**config.mk**
```make
export PLATFORM = sky130hd
export DESIGN_NAME = matrix_stream_serializer_flat
export DESIGN_NICKNAME = d
export VERILOG_FILES = /design/src/rtl/matrix_stream_serializer_if.sv /design/src/rtl/matrix_stream_serializer.sv /design/src/flat_wrapper.sv
export SDC_FILE = /design/constraint.sdc
export NUM_CORES = 1
export LEC_CHECK = 0
export CORE_AREA = 2 2 219 221
export DETAILED_ROUTE_END_ITERATION = 10
export DIE_AREA = 0 0 221 223
export PLACE_DENSITY = 0.85
export SYNTH_ARGS = -nofsm -noshare
export SYNTH_HDL_FRONTEND = slang
export SYNTH_SLANG_ARGS = --single-unit
export TNS_END_PERCENT = 100
```
**constraint.sdc**
```tcl
create_clock -name clk -period 10.05 [get_ports clk]
set_input_delay 1.005 -clock clk [delete_from_list [all_inputs] [get_ports clk]]
set_output_delay 1.005 -clock clk [all_outputs]
set_load 0.01 [all_outputs]
```
**src/rtl/matrix_stream_serializer_if.sv**
```systemverilog
// Stream bundle around the matrix serializer: one wide matrix beat in, one element per beat out.
interface matrix_stream_serializer_if #(
    parameter int unsigned WIDTH = 32,
    parameter int unsigned SIZE  = 4
);
    localparam int unsigned IDX_W   = $clog2(SIZE);
    localparam int unsigned FRAME_W = WIDTH * SIZE * SIZE;

    logic [FRAME_W-1:0]   s_axis_tdata;
    logic                 s_axis_tvalid;
    logic                 s_axis_tready;
    logic [WIDTH-1:0]     m_axis_tdata;
    logic                 m_axis_tvalid;
    logic                 m_axis_tready;
    logic                 m_axis_tlast;
    logic [2*IDX_W-1:0]   m_axis_tuser;

    // Serializer side: consumes the matrix stream, drives the element stream.
    modport master (
        input  s_axis_tdata, s_axis_tvalid, m_axis_tready,
        output s_axis_tready, m_axis_tdata, m_axis_tvalid, m_axis_tlast, m_axis_tuser
    );

    // Environment side: produces matrices, consumes elements.
    modport slave (
        output s_axis_tdata, s_axis_tvalid, m_axis_tready,
        input  s_axis_tready, m_axis_tdata, m_axis_tvalid, m_axis_tlast, m_axis_tuser
    );
endinterface

```
**src/rtl/matrix_stream_serializer.sv**
```systemverilog
// Accepts a flattened SIZE x SIZE matrix in one handshake and emits it one
// element per beat in row-major order, with {row, col} on tuser and tlast on
// the final element. A new matrix may be taken on the last beat (no bubble).
module matrix_stream_serializer #(
    parameter int unsigned WIDTH = 32,
    parameter int unsigned SIZE  = 4
) (
    input  logic                         clk,
    input  logic                         reset,
    matrix_stream_serializer_if.master   axis,
    output logic                         busy
);
    localparam int unsigned N_ELEM = SIZE * SIZE;
    localparam int unsigned CNT_W  = $clog2(N_ELEM);
    localparam int unsigned IDX_W  = $clog2(SIZE);

    typedef enum logic {
        IDLE = 1'b0,
        SEND = 1'b1
    } state_t;

    state_t             state;
    logic [CNT_W-1:0]   k_q;
    logic [IDX_W-1:0]   row_q;
    logic [IDX_W-1:0]   col_q;
    logic               valid_q;
    logic               last_q;
    logic               busy_q;
    logic [WIDTH-1:0]   data_q;
    logic [WIDTH-1:0]   shadow_q [N_ELEM];
    logic [WIDTH-1:0]   in_elem_c [N_ELEM];

    logic               last_hs_c;
    logic               advance_c;
    logic               s_ready_c;
    logic               accept_c;
    logic               col_wrap_c;
    logic [CNT_W-1:0]   k_nxt_c;
    logic [IDX_W-1:0]   row_nxt_c;
    logic [IDX_W-1:0]   col_nxt_c;

    // Split the flattened input bus into row-major elements.
    for (genvar e = 0; e < N_ELEM; e++) begin : g_split
        assign in_elem_c[e] = axis.s_axis_tdata[e*WIDTH +: WIDTH];
    end

    // Handshake decode and next element index; ready opens on the last-beat handshake.
    always_comb begin
        last_hs_c  = (state == SEND) & last_q & axis.m_axis_tready;
        advance_c  = (state == SEND) & ~last_q & axis.m_axis_tready;
        s_ready_c  = (state == IDLE) | last_hs_c;
        accept_c   = axis.s_axis_tvalid & s_ready_c;
        k_nxt_c    = k_q + CNT_W'(1);
        col_wrap_c = (col_q == IDX_W'(SIZE - 1));
        col_nxt_c  = col_wrap_c ? '0 : col_q + IDX_W'(1);
        row_nxt_c  = col_wrap_c ? row_q + IDX_W'(1) : row_q;
    end

    // Control FSM: index counter, valid/last/busy flags.
    always_ff @(posedge clk) begin
        if (reset) begin
            state   <= IDLE;
            k_q     <= '0;
            row_q   <= '0;
            col_q   <= '0;
            valid_q <= 1'b0;
            last_q  <= 1'b0;
            busy_q  <= 1'b0;
        end else if (accept_c) begin
            state   <= SEND;
            k_q     <= '0;
            row_q   <= '0;
            col_q   <= '0;
            valid_q <= 1'b1;
            last_q  <= 1'b0;
            busy_q  <= 1'b1;
        end else if (last_hs_c) begin
            state   <= IDLE;
            k_q     <= '0;
            row_q   <= '0;
            col_q   <= '0;
            valid_q <= 1'b0;
            last_q  <= 1'b0;
            busy_q  <= 1'b0;
        end else if (advance_c) begin
            k_q     <= k_nxt_c;
            row_q   <= row_nxt_c;
            col_q   <= col_nxt_c;
            last_q  <= (k_nxt_c == CNT_W'(N_ELEM - 1));
        end
    end

    // Data path: shadow matrix and outgoing element, intentionally not reset.
    always_ff @(posedge clk) begin
        if (accept_c) begin
            shadow_q <= in_elem_c;
            data_q   <= in_elem_c[0];
        end else if (advance_c) begin
            data_q   <= shadow_q[k_nxt_c];
        end
    end

    assign axis.s_axis_tready = s_ready_c;
    assign axis.m_axis_tdata  = data_q;
    assign axis.m_axis_tvalid = valid_q;
    assign axis.m_axis_tlast  = last_q;
    assign axis.m_axis_tuser  = {row_q, col_q};
    assign busy               = busy_q;
endmodule

```
**src/flat_wrapper.sv**
```systemverilog
// flat-port wrapper written by rule: the top's interface ports become plain ports
module matrix_stream_serializer_flat 
#(
    parameter int unsigned WIDTH = 32,
    parameter int unsigned SIZE  = 4
)
  (clk, reset, busy, axis_s_axis_tdata, axis_s_axis_tvalid, axis_m_axis_tready, axis_s_axis_tready, axis_m_axis_tdata, axis_m_axis_tvalid, axis_m_axis_tlast, axis_m_axis_tuser);
  matrix_stream_serializer_if #(.WIDTH(WIDTH), .SIZE(SIZE)) axis_i ();
  input  logic clk;
  input  logic reset;
  output logic busy;
  input wire logic [$bits(axis_i.s_axis_tdata)-1:0] axis_s_axis_tdata;
  input wire logic [$bits(axis_i.s_axis_tvalid)-1:0] axis_s_axis_tvalid;
  input wire logic [$bits(axis_i.m_axis_tready)-1:0] axis_m_axis_tready;
  output wire logic [$bits(axis_i.s_axis_tready)-1:0] axis_s_axis_tready;
  output wire logic [$bits(axis_i.m_axis_tdata)-1:0] axis_m_axis_tdata;
  output wire logic [$bits(axis_i.m_axis_tvalid)-1:0] axis_m_axis_tvalid;
  output wire logic [$bits(axis_i.m_axis_tlast)-1:0] axis_m_axis_tlast;
  output wire logic [$bits(axis_i.m_axis_tuser)-1:0] axis_m_axis_tuser;
  assign axis_i.s_axis_tdata = axis_s_axis_tdata;
  assign axis_i.s_axis_tvalid = axis_s_axis_tvalid;
  assign axis_i.m_axis_tready = axis_m_axis_tready;
  assign axis_s_axis_tready = axis_i.s_axis_tready;
  assign axis_m_axis_tdata = axis_i.m_axis_tdata;
  assign axis_m_axis_tvalid = axis_i.m_axis_tvalid;
  assign axis_m_axis_tlast = axis_i.m_axis_tlast;
  assign axis_m_axis_tuser = axis_i.m_axis_tuser;
  matrix_stream_serializer #(.WIDTH(WIDTH), .SIZE(SIZE)) u_core (.clk(clk), .reset(reset), .axis(axis_i), .busy(busy));
endmodule
```
-- Yosys cells after proc, flatten, opt, wreduce, memory -nomap -nowiden
Cells that the tools add are included.
- bits in registers: 554
- input port bits: 516
- output and inout bits: 40
- $add $sub $neg: 3
- $lt $le $gt $ge: 1
- eq/ne operators: 2
- multiplexer cells: 8
- bitwise operators: 9
- reduce and logical (&&, ||, !) cells: 4
- operator list (cell ; number):
    $bmux 32 s4 ; 1
    $mux 32 ; 4
    $and 1x1->1 ; 5
    $ge 5x5->1 const B ; 1
    $not 4->5 ; 1
    $add 2x1->2 const B ; 2
    $add 4x1->4 const B ; 1
    $eq 4x4->1 const B ; 1
    $reduce_bool 2->1 ; 2
    $reduce_or 3->1 ; 1
    $eq 2x2->1 const B ; 1
    $mux 1 ; 2
    $mux 2 ; 1
    $not 1->1 ; 2
    $reduce_and 2->1 ; 1
    $or 1x1->1 ; 1

-- Depth between registers and ports, before layout
Gate-level depths: netlist (run 1).
- word-level depth: 7
- mapped depth: 10
- depth with buffers taken out: 5

-- Worst setup path after synthesis (run 1)
Ideal clock, no wire load.
- kind: input -> register
- start: in axis_m_axis_tready
- end: reg u_core.data_q[0] (netlist: u_core.axis.m_axis_tdata[0]) (data pin)
- setup time: 0.167 ns
- arrival time: 7.484 ns
- path slack: 2.399 ns
- stages: 7
- path buffers: 2
- cell sequence: a21boi_2 > nand2b_4 > buf_6 > inv_2 > nor2_4 > buf_2 > a221oi_2
- word-level cells in the longest chain between the ends: 4
- ends and longest elaborated chain (item ; line ; text):
    from (decl) ; flat_wrapper.sv:14 ; input wire logic [$bits(axis_i.m_axis_tready)-1:0] axis_m_axis_tready;
    $and 1x1->1 ; matrix_stream_serializer.sv:49 ; last_hs_c = (state == SEND) & last_q & axis.m_axis_tready;
    $or 1x1->1 ; matrix_stream_serializer.sv:51 ; s_ready_c = (state == IDLE) | last_hs_c;
    $and 1x1->1 ; matrix_stream_serializer.sv:52 ; accept_c = axis.s_axis_tvalid & s_ready_c;
    named net u_core.accept_c ; matrix_stream_serializer.sv:36 ; logic accept_c;
    $mux 32 ; matrix_stream_serializer.sv:95 ; if (accept_c) begin
    to (signal assigned) ; matrix_stream_serializer.sv:97 ; data_q <= in_elem_c[0];
    to (signal assigned) ; matrix_stream_serializer.sv:99 ; data_q <= shadow_q[k_nxt_c];
    to (decl) ; matrix_stream_serializer.sv:29 ; logic [WIDTH-1:0] data_q;
The timed path passes the listed nets, and every way through them passes these cells.
A chain may end at the register's enable or synchronous reset.

-- Worst setup path in the final report (run 1)
- start: reg u_core.k_q[0]
- end: reg u_core.data_q[2] (netlist: u_core.axis.m_axis_tdata[2]) (data pin)
- word-level cells in the longest chain between the ends: 7
- ends and longest elaborated chain (item ; line ; text):
    from (decl) ; matrix_stream_serializer.sv:23 ; logic [CNT_W-1:0] k_q;
    from (signal assigned) ; matrix_stream_serializer.sv:86 ; k_q <= k_nxt_c;
    $add 4x1->4 ; matrix_stream_serializer.sv:53 ; k_nxt_c = k_q + CNT_W'(1);
    named net u_core.k_nxt_c[0] ; matrix_stream_serializer.sv:38 ; logic [CNT_W-1:0] k_nxt_c;
    $not 4->5 (implied by the code) ; matrix_stream_serializer.sv:99 ;
    $bmux 32 s4 ; matrix_stream_serializer.sv:99 ;
    $mux 32 (implied by the code) (2 in a row) ; matrix_stream_serializer.sv:99 ;
    $mux 32 ; matrix_stream_serializer.sv:98 ; end else if (advance_c) begin
    $mux 32 ; matrix_stream_serializer.sv:95 ;
The timed path passes the listed nets, and every way through them passes these cells. The select of a mux whose other input is x is not followed.

==> impl_metrics.toml, run 1 <==
[run_status]
status = "finished, final reports clean"

[grt]
grt_overflow_total = 0
grt_pass1_wl_um = 80900
grt_pass1_vias = 12800
grt_usage_pct = 22.5
antenna_found_initial = 5
grt_max_degree = 183

[clock_network]
path_clk_slew_ns = 0.06
cts_tree = "done"
ctsHoldBuffers = 0
cts_max_level = 2
cts-resized-gates = 0
postCtsSetupBuffers = 0
cts.sinks = 554
root_buffer = "clkbuf_16"
cts_buffers = 57
cts_max_path_buffers = 3
worst_skew_pair.late_latency_ns = 0.61

[finish]
drive_gt1_share_pct = 16.0
area_growth_pct = 37.4
nets = 2002
nFillCells = 3126

[yosys]
synthFlopType = "edfxtp_1"
synth_edf_count = 544
yosys_warnings = 0
synth_most_common_cell = "edfxtp_1"
yosys-top-cells-area = "edfxtp_1 (76%), mux4_2 (11%), mux2i_1 (3.0%)"
syn_nets = 1425
avgSynthCellArea_sq_um = 23.6
synthArstFlopShare_pct = 0
synth_top_area_cell = "edfxtp_1"
synth_top_cell_area_share_pct = 76.3
post_synth_num_cell_types = 37
synthTopCellsByCount = "edfxtp_1 (544), mux4_2 (109), mux2i_1 (64)"
syn-cell-area_sq_um = 21400
postSynthRegisterBits = 554
syn_inst = 906
ys_seq_area_share_pct = 77.3

[floorplan]
rows = 80
dieWidth_um = 221
initial_core_util_pct = 45.4
die-area_sq_um = 49300
core-area_sq_um = 47100
die_h_um = 223
io_pins = 556

[worst_setup_path]
setup.worst_path.class = "flop to flop"
worstPathCellList = "inv_2 > ha_4 > buf_4 > mux4_2 > mux2i_1 > a221oi_2"
cp-end-kind = "flop"
path_max_fanout = 68
critical_path_arrival_ns = 4.48
max_stage_delay_ns = 0.98
cpLargestDelayFamily = "flip-flops"
cp_data_required_time_ns = 10.37
worst_path_max_delay_cell = "dfxtp_4"
crit_buf_inv = 2
worstSetupStartpointType = "flop"

[placed_design]
dp_hpwl_um = 38400
gp_congestion = 0.821
place_ws_ns = 5.42
portBuffers = 555

[route]
route.detailed.wl_per_inst_um = 26.1
vias = 11600
dr.pass1.iters = 7
drt-total-wl_um = 56000
drtAntennaViolNets = 0
drtIter0Drc = 1003
viasPerCell = 5.41
drc = 0

[power]
powerDensity_nw_per_um2 = 184
p_seq_share_pct = 50.8
ir_drop_v = 0.000183
leakagePower_nw = 9.70
combPwrFrac_pct = 9.6
swShare_pct = 20.8
intPower_mw = 4.29
clockPowerShare_pct = 39.6
p_switching_mw = 1.12

[sta]
timing.final.ws_setup_ns = 5.89
post-route-min-period_ns = 4.16
tns_ns = 0
slew_violations = 0
hold_viol = 0
rsz0062_at_grt = "no"
max_slew.worst_pin.slew_ns = 1.12
setup_viol = 0
holdWs_ns = 0.475
skew_ns = 0.0185
slew_headroom_pct = 25.1
fin_crit_sh_pct = 41.3
fmaxAchievable_mhz = 241

[flow_run]
cap_violations = 0

[worst_hold_path]
hold_path_class = "flop to flop"
## worst min-delay path: stages (launching register included)
cell and delay [ns]:
dfxtp_1 0.32, nand2_1 0.06, a21oi_1 0.05
## worst paths after layout
| kind | startpoint | to | slack [ns] | cells after the start |
|---|---|---|---|---|
| max | u_core.k_q[0] | u_core.axis.m_axis_tdata[2] | 5.89 | 6 |
| min | u_core.col_q[1] | u_core.col_q[1] | 0.47 | 2 |
| max reg2reg | u_core.k_q[0] | u_core.axis.m_axis_tdata[2] | 5.89 | 6 |
| min reg2reg | u_core.col_q[1] | u_core.col_q[1] | 0.47 | 2 |
## layout make-up
type	count	area, sq um	share of cell area (%)
antenna	4	10.0	0.0340
clock buffer	72	1530	5.19
clock inverter	33	375	1.28
inverter	3	18.8	0.0638
multi-input combinational	300	4510	15.3
sequential	554	16500	56.2
tap	615	769	2.62
timing repair buffer	567	5660	19.2
## stage by stage
step | util (%) | power, mW | area [sq um] | std cells
6_report | 62.4 | 5.42 | 29400 | 2148
5_1_grt | 62.4 | 5.57 | 29400 | 2148
4_1_cts | 62.4 | 5.46 | 29400 | 2144
3_5_place_dp | 58.3 | 3.32 | 27500 | 2039
3_3_place_gp | 58.3 | 3.30 | 27500 | 2039
2_1_floorplan | - | 3.02 | 21400 | 906
## registers in the layout, indices dropped and copies added (netlist names)
name                      cells
u_core.state                  1
u_core.col_q                  2
u_core.shadow_q             512
u_core.row_q                  2
u_core.axis.m_axis_tdata     32
u_core.k_q                    4
u_core.axis.m_axis_tlast      1
## placed cells by master, fill, tap and decap left out, types with 2 or more instances in the layout
master	count
dfxtp_1	9
mux2i_1	64
mux4_1	19
or3_1	2
a221oi_2	31
buf_4	11
bufinv_16	8
clkbuf_1	13
diode_2	4
nor2_1	42
nand2_1	4
clkdlybuf4s50_1	555
nand3_1	2
ha_1	2
clkinvlp_4	4
clkinv_2	9
clkinv_4	2
mux4_2	109
clkbuf_16	59
a21oi_1	4
edfxtp_1	544
clkinv_1	9
xor2_1	3
## logic make-up after synthesis
| group | Yosys count | share of synthesized area (%) |
|---|---|---|
| and+or+nand+nor | 58 | 1.21 |
| xor gates and xnor gates | 5 | 0.205 |
| DFF | 554 | 77.3 |
| adders and majority gates | 3 | 0.175 |
| buffers and inverters | 52 | 1.81 |
| muxes | 192 | 16.8 |
| AOI/OAI and AO/OA | 42 | 2.52 |
## routing by layer
layer	routed length, um	up-vias	global-route usage, %
li1	-	5031	-
met1	19900	5845	26.3
met2	29500	629	39.5
met3	4600	119	6.18
met4	2070	2	8.70
met5	13	-	0
## power by group through the flow
stage / Combinational, mW / Sequential [mW] / Clock [mW]
CTS: 0.529 / 2.75 / 2.18
detailed placement: 0.524 / 2.80 / 0
global placement: 0.511 / 2.79 / 0
finish: 0.522 / 2.75 / 2.15
floorplan: 0.219 / 2.81 / 0
global route: 0.553 / 2.76 / 2.26
(Power assumes the default switching activity.)
==> run 2: changes to the inputs <==
- clock period: 10.05 -> 4.1 ns (I/O delays scaled with it)
==> run 2 against run 1 <==
Cell count decreased by 0.37%. Register-to-register slack got worse by 4.6 ns. Cell area decreased by 0.31%. Via count about the same. Maximum frequency increased by 46%. Sequential power increased by 140%. Clock power increased by 120%. Total power increased by 140%. Combinational power increased by 150%. Utilization decreased by 0.19 points. Routed wire length decreased by 2.5%. Worst hold slack got worse by 0.11 ns.
==> impl_metrics.toml, run 2 (synthesized netlist as in run 1, its figures left out) <==
[run_status]
status = "finished, final reports clean"

[clock_network]
root_buffer = "clkbuf_16"
path_clk_slew_ns = 0.06
cts.sinks = 554
cts_buffers = 56
cts-resized-gates = 0
worst_skew_pair.late_latency_ns = 0.59
cts_max_path_buffers = 3
cts_max_level = 2
postCtsSetupBuffers = 0
ctsHoldBuffers = 0
cts_tree = "done"

[finish]
drive_gt1_share_pct = 15.7
nets = 2003
largest_register_ffs = 512
largest-register = "u_core.shadow_q"
area_growth_pct = 37.0
layout_common_cells = "clkdlybuf4s50_1 (555), edfxtp_1 (544), mux4_2 (109), mux2i_1 (64), clkbuf_16 (57)"
layout_commonest_cell = "clkdlybuf4s50_1"

[placed_design]
gp_congestion = 0.833
portBuffers = 555
dp_hpwl_um = 37700

[sta]
tns_ns = 0
slew_violations = 0
setup_viol = 0
post-route-min-period_ns = 2.85
skew_ns = 0.0165
slew_headroom_pct = 27.6
fin_crit_sh_pct = 69.4
hold_viol = 0
rsz0062_at_grt = "no"
max_slew.worst_pin.slew_ns = 1.09
holdWs_ns = 0.368
fmaxAchievable_mhz = 351

[route]
vias = 11600
viasPerCell = 5.43
drtIter0Drc = 942
dr.pass1.iters = 7
route.detailed.wl_per_inst_um = 25.5
drt-total-wl_um = 54600
drc = 0
drtAntennaViolNets = 0

[floorplan]
core-area_sq_um = 47100
initial_core_util_pct = 45.4
die_h_um = 223
rows = 80
dieWidth_um = 221
die-area_sq_um = 49300
io_pins = 556

[worst_setup_path]
setup.worst_path.class = "flop to flop"
worstSetupStartpointType = "flop"
cp_data_required_time_ns = 4.40
path_max_fanout = 73
critical_path_arrival_ns = 3.14
cp-end-kind = "flop"

[power]
powerDensity_nw_per_um2 = 437
leakagePower_nw = 9.65
ir_drop_v = 0.000413

[flow_run]
cap_violations = 0

[grt]
antenna_found_initial = 5
grt_usage_pct = 21.7
grt_max_degree = 171
grt_overflow_total = 0
grt_pass1_vias = 12800
grt_pass1_wl_um = 79300

[worst_hold_path]
hold_path_class = "primary input to flop"
-- run 2: path summary, 6_finish.rpt --
check	start	endpoint	slack, ns	depth (start not counted)
setup reg to reg	u_core.k_q[0]	u_core.axis.m_axis_tdata[2]	1.25	7
hold / removal	axis_s_axis_tdata[322]	u_core.shadow_q[162]	0.37	1
hold reg to reg	u_core.col_q[1]	u_core.col_q[1]	0.49	2
setup / recovery	u_core.k_q[0]	u_core.axis.m_axis_tdata[2]	1.25	7
-- run 2: critical path: stages (launching register included) --
cell	delay [ns]
dfxtp_4	0.38
buf_12	0.41
inv_2	0.12
ha_4	0.32
buf_12	0.34
mux4_2	0.40
mux2i_1	0.35
a221oi_2	0.12
-- run 2: report_power, final --
| part | switching (mW) | total, mW | internal [mW] | leakage (nW) |
|---|---|---|---|---|
| Combinational | 0.531 | 1.30 | 0.774 | 3.56 |
| Sequential | 0.100 | 6.73 | 6.63 | 5.26 |
| Clock | 2.08 | 4.79 | 2.71 | 0.820 |
-- run 2: routing by layer --
layer,vias up,wire (um),GRT usage [%]
met5,-,28,0
met4,4,1840,7.51
met3,119,4080,5.72
met2,592,29100,39.5
met1,5898,19600,24.9
li1,5016,-,-
-- run 2: area by class of cell --
cell class	instances	area [sq um]
Antenna cell	1	2.50
Multi-Input combinational cell	300	4510
Clock buffer	65	1460
Timing Repair Buffer	569	5760
Fill cell	3117	17800
Sequential cell	554	16500
Clock inverter	33	239
Inverter	3	37.5
Tap cell	615	769
-- run 2: stage by stage --
step / utilization [%] / instances / power [mW] / setup WS (ns) / area, sq um
detailed placement: 58.6 / 2041 / 8.15 / 0.841 / 27600
CTS: 62.2 / 2139 / 12.9 / 1.20 / 29300
finish: 62.2 / 2140 / 12.8 / 1.25 / 29300
global placement: 58.6 / 2041 / 8.09 / 0.985 / 27600
floorplan: - / 906 / 7.37 / 0.167 / 21400
global route: 62.2 / 2140 / 13.2 / 1.11 / 29300
==> run 3: changes to the inputs <==
- clock period: 4.1 -> 3 ns (I/O delays scaled with it)
==> run 3 against run 2 <==
Clock power up 58%. Critical path type unchanged. Non-clock buffer count up 1. Register-to-register slack worse by 0.52 ns. Maximum frequency up 25%. First-iteration DRC count up 7.1%.
==> impl_metrics.toml, run 3 (synthesized netlist as in run 1, its figures left out) <==
[run_status]
status = "finished, final reports clean"

[sta]
skew_ns = 0.0213
fin_crit_sh_pct = 75.7
fmaxAchievable_mhz = 441
max_slew.worst_pin.slew_ns = 0.823
slew_headroom_pct = 45.1
hold_viol = 0
rsz0062_at_grt = "no"
timing.final.ws_setup_ns = 0.730
tns_ns = 0
setup_viol = 0
slew_violations = 0
post-route-min-period_ns = 2.27

[worst_hold_path]
min-delay-start = "axis_s_axis_tdata[476]"
hold_path_class = "primary input to flop"

[floorplan]
die-area_sq_um = 49300
initial_core_util_pct = 45.4
rows = 80
die_h_um = 223
io_pins = 556
dieWidth_um = 221
core-area_sq_um = 47100

[worst_setup_path]
cp-end-kind = "flop"
setup.worst_path.class = "flop to flop"
crit_buf_inv = 1
critical_path_arrival_ns = 2.59
max_stage_delay_ns = 0.63
cpLargestDelayFamily = "multiplexers"
worst_path_max_delay_cell = "mux4_1"
path_max_fanout = 69
worstPathCellList = "buf_12 > mux4_1 > mux2i_1 > a221oi_2"
worstSetupStartpointType = "flop"
reg2reg_from = "u_core.k_q[0]"
cp_data_required_time_ns = 3.32
startpoint = "u_core.k_q[0]"

[finish]
largest_register_ffs = 512
largest-register = "u_core.shadow_q"
seq_area_sq_um = 16500
post-route-util_pct = 63.0
layout_commonest_cell = "clkdlybuf4s50_1"
nets = 2003
multi_input_comb_area_sq_um = 4510
drive_gt1_share_pct = 16.8
nFillCells = 3078
layout_common_cells = "clkdlybuf4s50_1 (555), edfxtp_1 (544), mux4_2 (109), mux2i_1 (64), clkbuf_16 (56)"
final_cells = 2154
area_growth_pct = 38.8

[clock_network]
cts_max_level = 2
cts.sinks = 554
ctsHoldBuffers = 0
root_buffer = "clkbuf_16"
cts_max_path_buffers = 3
cts_buffers = 55
cts_tree = "done"
cts-resized-gates = 0
worst_skew_pair.late_latency_ns = 0.60
postCtsSetupBuffers = 0
path_clk_slew_ns = 0.06

[route]
viasPerCell = 5.38
dr.pass1.iters = 5
vias = 11600
route.detailed.wl_per_inst_um = 25.3
drtIter0Drc = 1009
drtAntennaViolNets = 0
drt-total-wl_um = 54500
drc = 0

[placed_design]
dp_hpwl_um = 37300
gp_congestion = 0.825
place_ws_ns = 0.532
portBuffers = 555
dp.cells = 2042

[power]
leakagePower_nw = 9.82
powerDensity_nw_per_um2 = 624
ir_drop_v = 0.000889
power.total_mw = 18.5

[grt]
grt_max_degree = 150
grt_pass1_vias = 12700
antenna_found_initial = 11
grt_usage_pct = 21.8
grt_overflow_total = 0
grt_pass1_wl_um = 78900

[flow_run]
cap_violations = 0
-- run 3: changes by cell type in the layout (fill, tap and decap cells not counted), moves of 2 or more --
cell       previous run  this run
buf_4                 6         4
diode_2               1         8
inv_6                 0         2
bufinv_16             3        14
clkinv_1             14         4
buf_12                8        11
-- run 3: cell type report --
class	count	share of cell area (%)
flip-flops and latches	554	55.7
repair buffers	570	19.5
multi-input cells	300	15.2
clock buffers	64	4.82
well taps	615	2.59
clock inverters	40	1.98
inverters	3	0.126
diodes	8	0.0674
-- run 3: stage by stage --
stage,instance area (sq um),hold WS (ns)
floorplan,21400,0.369
global placement,27700,0.461
detailed placement,27700,0.483
CTS,29700,0.213
global route,29700,0.224
finish,29700,0.251
-- run 3: worst reg2reg max path: stages, from the launching register on --
cell	delay [ns]
dfxtp_4	0.39
buf_12	0.43
mux4_1	0.75
mux2i_1	0.30
a221oi_2	0.12
-- run 3: report_power, final --
part	leakage [nW]	switching, mW	internal, mW	total, mW
logic	3.58	0.722	1.07	1.79
registers	5.26	0.132	9.05	9.18
clock network	0.972	2.92	4.64	7.56
total	9.82	3.77	14.8	18.5
-- run 3: per-layer routing --
metal	global-route usage (%)	vias to the layer above	share of wire (%)
li1	-	5042	-
met1	25.5	5848	35
met2	38.4	591	53
met3	5.76	107	8.1
met4	8.49	6	3.2
met5	0	-	0.075
-- run 3: final timing paths --
kind | slack [ns] | to | cells after the start
worst max-delay path | 0.73 | u_core.axis.m_axis_tdata[1] | 4
worst max register to register | 0.73 | u_core.axis.m_axis_tdata[1] | 4
worst min-delay path | 0.25 | u_core.shadow_q[60] | 1
worst min register to register | 0.49 | u_core.col_q[1] | 2
